### src/rtl/alu_arbiter_if.sv
// +----------------------------------------------------------------------+
// | alu_arbiter_if                                                       |
// | Valid/ready request and response bundle for the two ALU requesters. |
// | Rev 1.0                                                              |
// +----------------------------------------------------------------------+
`default_nettype none

interface alu_arbiter_if;
  logic       req0_valid;
  logic       req1_valid;
  logic [3:0] req0_op;
  logic [3:0] req1_op;
  logic [7:0] req0_a;
  logic [7:0] req0_b;
  logic [7:0] req1_a;
  logic [7:0] req1_b;
  logic       req0_ready;
  logic       req1_ready;
  logic       rsp0_valid;
  logic       rsp1_valid;
  logic       rsp0_ready;
  logic       rsp1_ready;
  logic [7:0] rsp0_z;
  logic [7:0] rsp1_z;
  logic       rsp0_zero;
  logic       rsp1_zero;

  modport master (
    output req0_valid, req1_valid, req0_op, req1_op,
    output req0_a, req0_b, req1_a, req1_b,
    output rsp0_ready, rsp1_ready,
    input  req0_ready, req1_ready, rsp0_valid, rsp1_valid,
    input  rsp0_z, rsp1_z, rsp0_zero, rsp1_zero
  );

  modport slave (
    input  req0_valid, req1_valid, req0_op, req1_op,
    input  req0_a, req0_b, req1_a, req1_b,
    input  rsp0_ready, rsp1_ready,
    output req0_ready, req1_ready, rsp0_valid, rsp1_valid,
    output rsp0_z, rsp1_z, rsp0_zero, rsp1_zero
  );
endinterface

`default_nettype wire

### src/rtl/alu_arbiter.sv
// +----------------------------------------------------------------------+
// | alu_arbiter                                                          |
// | Round-robin sharing of one 8-bit ALU between two valid/ready users. |
// | Rev 1.0                                                              |
// +----------------------------------------------------------------------+
`default_nettype none

module alu (
  input  wire logic [3:0] i_op,
  input  wire logic [7:0] i_a,
  input  wire logic [7:0] i_b,
  output logic      [7:0] o_z,
  output logic            o_zero
);
  // op[3] inverts A, op[2] inverts B and supplies the carry-in, op[1:0] selects
  logic [7:0] w_a;
  logic [7:0] w_b;
  logic [7:0] w_sum;

  always_comb begin
    w_a   = i_op[3] ? ~i_a : i_a;
    w_b   = i_op[2] ? ~i_b : i_b;
    w_sum = w_a + w_b + {7'd0, i_op[2]};
    case (i_op[1:0])
      2'b00:   o_z = w_a & w_b;
      2'b01:   o_z = w_a | w_b;
      2'b10:   o_z = w_sum;
      default: o_z = {7'd0, w_sum[7]};
    endcase
    o_zero = (o_z == 8'd0);
  end
endmodule

module alu_arbiter (
  input wire logic         clk,
  input wire logic         rst,
  alu_arbiter_if.slave     bus
);
  typedef enum logic [1:0] {
    S_IDLE = 2'd0,
    S_EXEC = 2'd1,
    S_RESP = 2'd2
  } state_t;

  state_t     r_state;
  state_t     w_state_nxt;
  logic       r_gnt;
  logic       r_prio;
  logic [3:0] r_op;
  logic [7:0] r_a;
  logic [7:0] r_b;
  logic [7:0] r_z;
  logic       r_zero;

  logic       w_any;
  logic       w_pick;
  logic       w_rsp_take;
  logic       w_op_legal;
  logic [7:0] w_alu_z;
  logic       w_alu_zero;

  alu u_alu (
    .i_op   (r_op),
    .i_a    (r_a),
    .i_b    (r_b),
    .o_z    (w_alu_z),
    .o_zero (w_alu_zero)
  );

  always_comb begin
    w_any      = bus.req0_valid | bus.req1_valid;
    w_pick     = (bus.req0_valid & bus.req1_valid) ? r_prio : bus.req1_valid;
    w_rsp_take = r_gnt ? bus.rsp1_ready : bus.rsp0_ready;
    case (r_op)
      4'b0000, 4'b0001, 4'b0010,
      4'b0110, 4'b0111, 4'b1100: w_op_legal = 1'b1;
      default:                   w_op_legal = 1'b0;
    endcase
  end

  always_comb begin
    w_state_nxt    = r_state;
    bus.req0_ready = 1'b0;
    bus.req1_ready = 1'b0;
    bus.rsp0_valid = 1'b0;
    bus.rsp1_valid = 1'b0;
    case (r_state)
      S_IDLE: begin
        // Ready is masked by rst so a reset cycle never completes a handshake
        if (w_any && !rst) begin
          bus.req0_ready = ~w_pick;
          bus.req1_ready = w_pick;
          w_state_nxt    = S_EXEC;
        end
      end
      S_EXEC: w_state_nxt = S_RESP;
      S_RESP: begin
        bus.rsp0_valid = ~r_gnt;
        bus.rsp1_valid = r_gnt;
        if (w_rsp_take) w_state_nxt = S_IDLE;
      end
      default: w_state_nxt = S_IDLE;
    endcase
    bus.rsp0_z    = bus.rsp0_valid ? r_z : 8'd0;
    bus.rsp1_z    = bus.rsp1_valid ? r_z : 8'd0;
    bus.rsp0_zero = bus.rsp0_valid & r_zero;
    bus.rsp1_zero = bus.rsp1_valid & r_zero;
  end

  always_ff @(posedge clk) begin
    if (rst) begin
      r_state <= S_IDLE;
      r_gnt   <= 1'b0;
      r_prio  <= 1'b0;
      r_op    <= 4'd0;
      r_a     <= 8'd0;
      r_b     <= 8'd0;
      r_z     <= 8'd0;
      r_zero  <= 1'b0;
    end else begin
      r_state <= w_state_nxt;
      case (r_state)
        S_IDLE: begin
          if (w_any) begin
            r_gnt <= w_pick;
            r_op  <= w_pick ? bus.req1_op : bus.req0_op;
            r_a   <= w_pick ? bus.req1_a  : bus.req0_a;
            r_b   <= w_pick ? bus.req1_b  : bus.req0_b;
          end
        end
        S_EXEC: begin
          r_z    <= w_op_legal ? w_alu_z : 8'd0;
          r_zero <= w_op_legal ? w_alu_zero : 1'b1;
        end
        S_RESP: begin
          if (w_rsp_take) r_prio <= ~r_gnt;
        end
        default: ;
      endcase
    end
  end
endmodule

`default_nettype wire
### src/flat_wrapper.sv
// flat-port wrapper written by rule: the top's interface ports become plain ports
module alu_arbiter_flat 
  (clk, rst, bus_req0_valid, bus_req1_valid, bus_req0_op, bus_req1_op, bus_req0_a, bus_req0_b, bus_req1_a, bus_req1_b, bus_rsp0_ready, bus_rsp1_ready, bus_req0_ready, bus_req1_ready, bus_rsp0_valid, bus_rsp1_valid, bus_rsp0_z, bus_rsp1_z, bus_rsp0_zero, bus_rsp1_zero);
  alu_arbiter_if bus_i ();
  input wire logic clk;
  input wire logic rst;
  input wire logic [$bits(bus_i.req0_valid)-1:0] bus_req0_valid;
  input wire logic [$bits(bus_i.req1_valid)-1:0] bus_req1_valid;
  input wire logic [$bits(bus_i.req0_op)-1:0] bus_req0_op;
  input wire logic [$bits(bus_i.req1_op)-1:0] bus_req1_op;
  input wire logic [$bits(bus_i.req0_a)-1:0] bus_req0_a;
  input wire logic [$bits(bus_i.req0_b)-1:0] bus_req0_b;
  input wire logic [$bits(bus_i.req1_a)-1:0] bus_req1_a;
  input wire logic [$bits(bus_i.req1_b)-1:0] bus_req1_b;
  input wire logic [$bits(bus_i.rsp0_ready)-1:0] bus_rsp0_ready;
  input wire logic [$bits(bus_i.rsp1_ready)-1:0] bus_rsp1_ready;
  output wire logic [$bits(bus_i.req0_ready)-1:0] bus_req0_ready;
  output wire logic [$bits(bus_i.req1_ready)-1:0] bus_req1_ready;
  output wire logic [$bits(bus_i.rsp0_valid)-1:0] bus_rsp0_valid;
  output wire logic [$bits(bus_i.rsp1_valid)-1:0] bus_rsp1_valid;
  output wire logic [$bits(bus_i.rsp0_z)-1:0] bus_rsp0_z;
  output wire logic [$bits(bus_i.rsp1_z)-1:0] bus_rsp1_z;
  output wire logic [$bits(bus_i.rsp0_zero)-1:0] bus_rsp0_zero;
  output wire logic [$bits(bus_i.rsp1_zero)-1:0] bus_rsp1_zero;
  assign bus_i.req0_valid = bus_req0_valid;
  assign bus_i.req1_valid = bus_req1_valid;
  assign bus_i.req0_op = bus_req0_op;
  assign bus_i.req1_op = bus_req1_op;
  assign bus_i.req0_a = bus_req0_a;
  assign bus_i.req0_b = bus_req0_b;
  assign bus_i.req1_a = bus_req1_a;
  assign bus_i.req1_b = bus_req1_b;
  assign bus_i.rsp0_ready = bus_rsp0_ready;
  assign bus_i.rsp1_ready = bus_rsp1_ready;
  assign bus_req0_ready = bus_i.req0_ready;
  assign bus_req1_ready = bus_i.req1_ready;
  assign bus_rsp0_valid = bus_i.rsp0_valid;
  assign bus_rsp1_valid = bus_i.rsp1_valid;
  assign bus_rsp0_z = bus_i.rsp0_z;
  assign bus_rsp1_z = bus_i.rsp1_z;
  assign bus_rsp0_zero = bus_i.rsp0_zero;
  assign bus_rsp1_zero = bus_i.rsp1_zero;
  alu_arbiter u_core (.clk(clk), .rst(rst), .bus(bus_i));
endmodule
### config.mk
export PLATFORM = sky130hd
export DESIGN_NAME = alu_arbiter_flat
export DESIGN_NICKNAME = d
export VERILOG_FILES = /design/src/rtl/alu_arbiter_if.sv /design/src/rtl/alu_arbiter.sv /design/src/flat_wrapper.sv
export SDC_FILE = /design/constraint.sdc
export NUM_CORES = 1
export LEC_CHECK = 0
export CAP_MARGIN = 30
export CORE_MARGIN = 3
export CORE_UTILIZATION = 40
export CTS_CLUSTER_SIZE = 24
export DETAILED_ROUTE_END_ITERATION = 7
export DONT_BUFFER_PORTS = 1
export SLEW_MARGIN = 20
export SYNTH_ARGS = -nofsm -noshare
export SYNTH_HDL_FRONTEND = slang
export SYNTH_SLANG_ARGS = --single-unit
### constraint.sdc
create_clock -name clk -period 6.8 [get_ports clk]
set_clock_uncertainty 0.2 [all_clocks]
set_input_delay 1.7 -clock clk [delete_from_list [all_inputs] [get_ports clk]]
set_output_delay 1.7 -clock clk [all_outputs]
set_load 0.01 [all_outputs]
==> flow_summary.ini <==
[clock_tree]
cts_tree = yes
clk_pin_slew_ns = 0.06
clock_latency_ns = 0.28
numCtsBuffers = 5
cts_buffer_depth = 2
clock-root-buffer = clkbuf_8
clock_sinks = 33
cts_resized = 0
cts_max_level = 2
hold_buffers = 0
post_cts_buffers = 0

[die]
die_w_um = 82.1
core-area_um2 = 5570
die_height_um = 82.1
die-area_um2 = 6750
initial_utilization = 0.416
num_rows = 27
ios = 68

[drt]
first_pass_iters = 7
drtIter0Drc = 132
route.detailed.drc = 0
num_vias = 1934
ant_nets = 0
drt-total-wl_um = 5090
viasPerCell = 5.54
routedWlPerCell_um = 14.6

[yosys]
dominantRegCellSynth = dfxtp_1
ys_seq_area_frac = 0.285
synth.top_cell.area_share = 0.285
yosys.area.top_type = dfxtp_1
syn_inst = 283
synth-edff-count = 0
ys_top_cells_by_area = dfxtp_1 (28%), a222oi_1 (8.6%), ha_1 (8.6%)
syn-num-nets = 346
syn_area_um2 = 2320
yosys_warnings = 0
async_flop_share = 0
ys_ff_latch = 33
ys_types = 48
avgSynthCellArea_um2 = 8.19

[timing]
grt_setup_unrepaired = no
slew_headroom = 0.450
tightestPinTransition_ns = 0.824
fin_crit_sh = 0.690
min_period_ns = 4.69
fin_ws_ns = 2.11
slew_viol_final = 0
max_freq_mhz = 213
setup_viol = 0
finalHoldViolCount = 0
fin_setup_tns_ns = 0

[worst_setup_path]
r2r-end = u_core.r_zero
rr_startpoint = u_core.r_op[3]
crit_type = in2out
critPathBufInv = 0
critical_path.top_delay_family = simple AND/OR/NAND/NOR gates
crit_chain = nor4_1, and2_1
slowest_stage = and2_1
worstPathRequired_ns = 4.90
crit_path_start_kind = primary input
worstRegToRegCells = 9
cpPeakStageDelay_ns = 0.73
cp.arrival_ns = 2.79
r2r_setup_slack_ns = 3.25
cp_max_fo = 21
end_kind = primary output

[min_path]
holdCritStartpoint = u_core.r_z[3]
hold_class = reg2reg
holdPathEnd = u_core.r_z[3]
whs_path_depth = 2

[grt]
grt_max_degree = 23
grt-ovfl-total = 0
grt_pass1_wl_um = 8040
grt_pass1_vias = 1661
antenna_found_initial = 0
grtUsageTotal = 0.158

[flow_run]
cap_violations = 0

[power_and_ir_drop]
switchingPower_mw = 0.215
pwr-share-seq = 0.406
p_int_mw = 0.384
p_leak_nw = 1.20
ir_drop_v = 0.000153
clkPwrFrac = 0.231
switching_share = 0.359
pwr-share-comb = 0.363
p_per_area_nw_per_um2 = 246

[finish]
final_cell_mix = inv_1 (41), dfxtp_1 (33), nor2_1 (22), a222oi_1 (20), ha_1 (16)
drive_above_1_share = 0.0505
mostFrequentLayoutCell = inv_1
diodes = 0
nets = 339
area_growth_pct = 5.13

[placed_design]
globalplace.congestion = 0.839
hpwlAfterDp_um = 3910
pre_cts_slack_ns = 2.11
port_buffers = 0

[status]
status = completed
flip-flops by register name, summed over array words and instances (netlist names):
| register | count |
|---|---|
| u_core.r_a | 8 |
| u_core.r_b | 8 |
| u_core.r_gnt | 1 |
| u_core.r_op | 4 |
| u_core.r_prio | 1 |
| u_core.r_state | 2 |
| u_core.r_z | 8 |
| u_core.r_zero | 1 |
worst register-to-register path, cell delays in order (launching register included):
cell and delay (ns):
dfxtp_1 0.75, xnor2_1 0.31, a21o_1 0.25, fa_1 0.46, and2_1 0.12, o32ai_1 0.11
or4_1 0.54, or3_1 0.38, a211oi_2 0.21, a31o_1 0.15
cell families (layout without fill, tap and decap cells):
kind of cell,Yosys count,in the layout,synth area share
AO/OA/AOI/OAI,69,69,0.241
XOR/XNOR,20,20,0.0756
adder cells (fa/ha/maj),17,17,0.0950
buffers and inverters,57,51,0.0961
flip-flops,33,33,0.285
multiplexers,5,5,0.0221
AND/OR/NAND/NOR,82,82,0.185
metal layers:
layer	wire (um)	global-route usage	vias to the layer above
met2	2320	0.248	59
met3	289	0.0401	2
met1	2450	0.213	885
li1	-	-	988
met5	0	0	-
met4	26	0.0449	0
how the worst max path moves through the flow:
stage | from | to | slack (ns) | depth (start not counted)
3_3_place_gp | rst | bus_req0_ready | 2.17 | 2
2_1_floorplan | rst | bus_req1_ready | 2.33 | 4
3_5_place_dp | rst | bus_req0_ready | 2.11 | 2
4_1_cts | rst | bus_req0_ready | 2.10 | 2
6_report | rst | bus_req0_ready | 2.11 | 2
5_1_grt | bus_req1_valid | bus_req0_ready | 1.94 | 3
cell usage after synthesis (2+ instances only):
library cell / count
or3_1: 3
o21a_1: 5
ha_1: 16
xor2_1: 15
o32ai_1: 2
o21bai_1: 3
inv_1: 41
nor2b_1: 5
nor3_1: 4
nor2_1: 23
o31a_1: 2
o21ai_0: 5
a21o_1: 3
nand2_1: 12
mux2i_1: 4
clkbuf_1: 11
xnor2_1: 5
a211oi_1: 7
o22ai_1: 4
nor4_1: 2
a222oi_1: 20
dfxtp_1: 33
and2_1: 12
buf_1: 3
nand2b_1: 2
a21oi_1: 8
and3_1: 12
stage by stage:
stage                     std cells  area (um^2)  hold WS (ns)  utilization  total power, mW
after global routing            349         2440         0.271        0.437            0.652
after global placement          341         2360         0.247        0.423            0.462
after floorplan                 283         2320         0.240            -            0.424
final                           349         2440         0.259        0.437            0.599
after CTS                       349         2440         0.262        0.437            0.611
after detailed placement        341         2360         0.253        0.423            0.467
power groups by stage:
stage / Sequential (mW) / Combinational, mW / Clock (mW)
final: 0.243 / 0.217 / 0.139
after global routing: 0.247 / 0.251 / 0.154
after CTS: 0.243 / 0.220 / 0.147
after detailed placement: 0.248 / 0.219 / 0
after global placement: 0.247 / 0.215 / 0
after floorplan: 0.229 / 0.194 / 0
layout make-up:
type	count	area [um^2]
repair buffers	2	15.0
inverters	41	154
flip-flops and latches	33	661
fillers	588	3140
well taps	72	90.1
clock buffers	8	80.1
multi-input cells	193	1440
No activity file was read; power rests on OpenSTA's default activity.
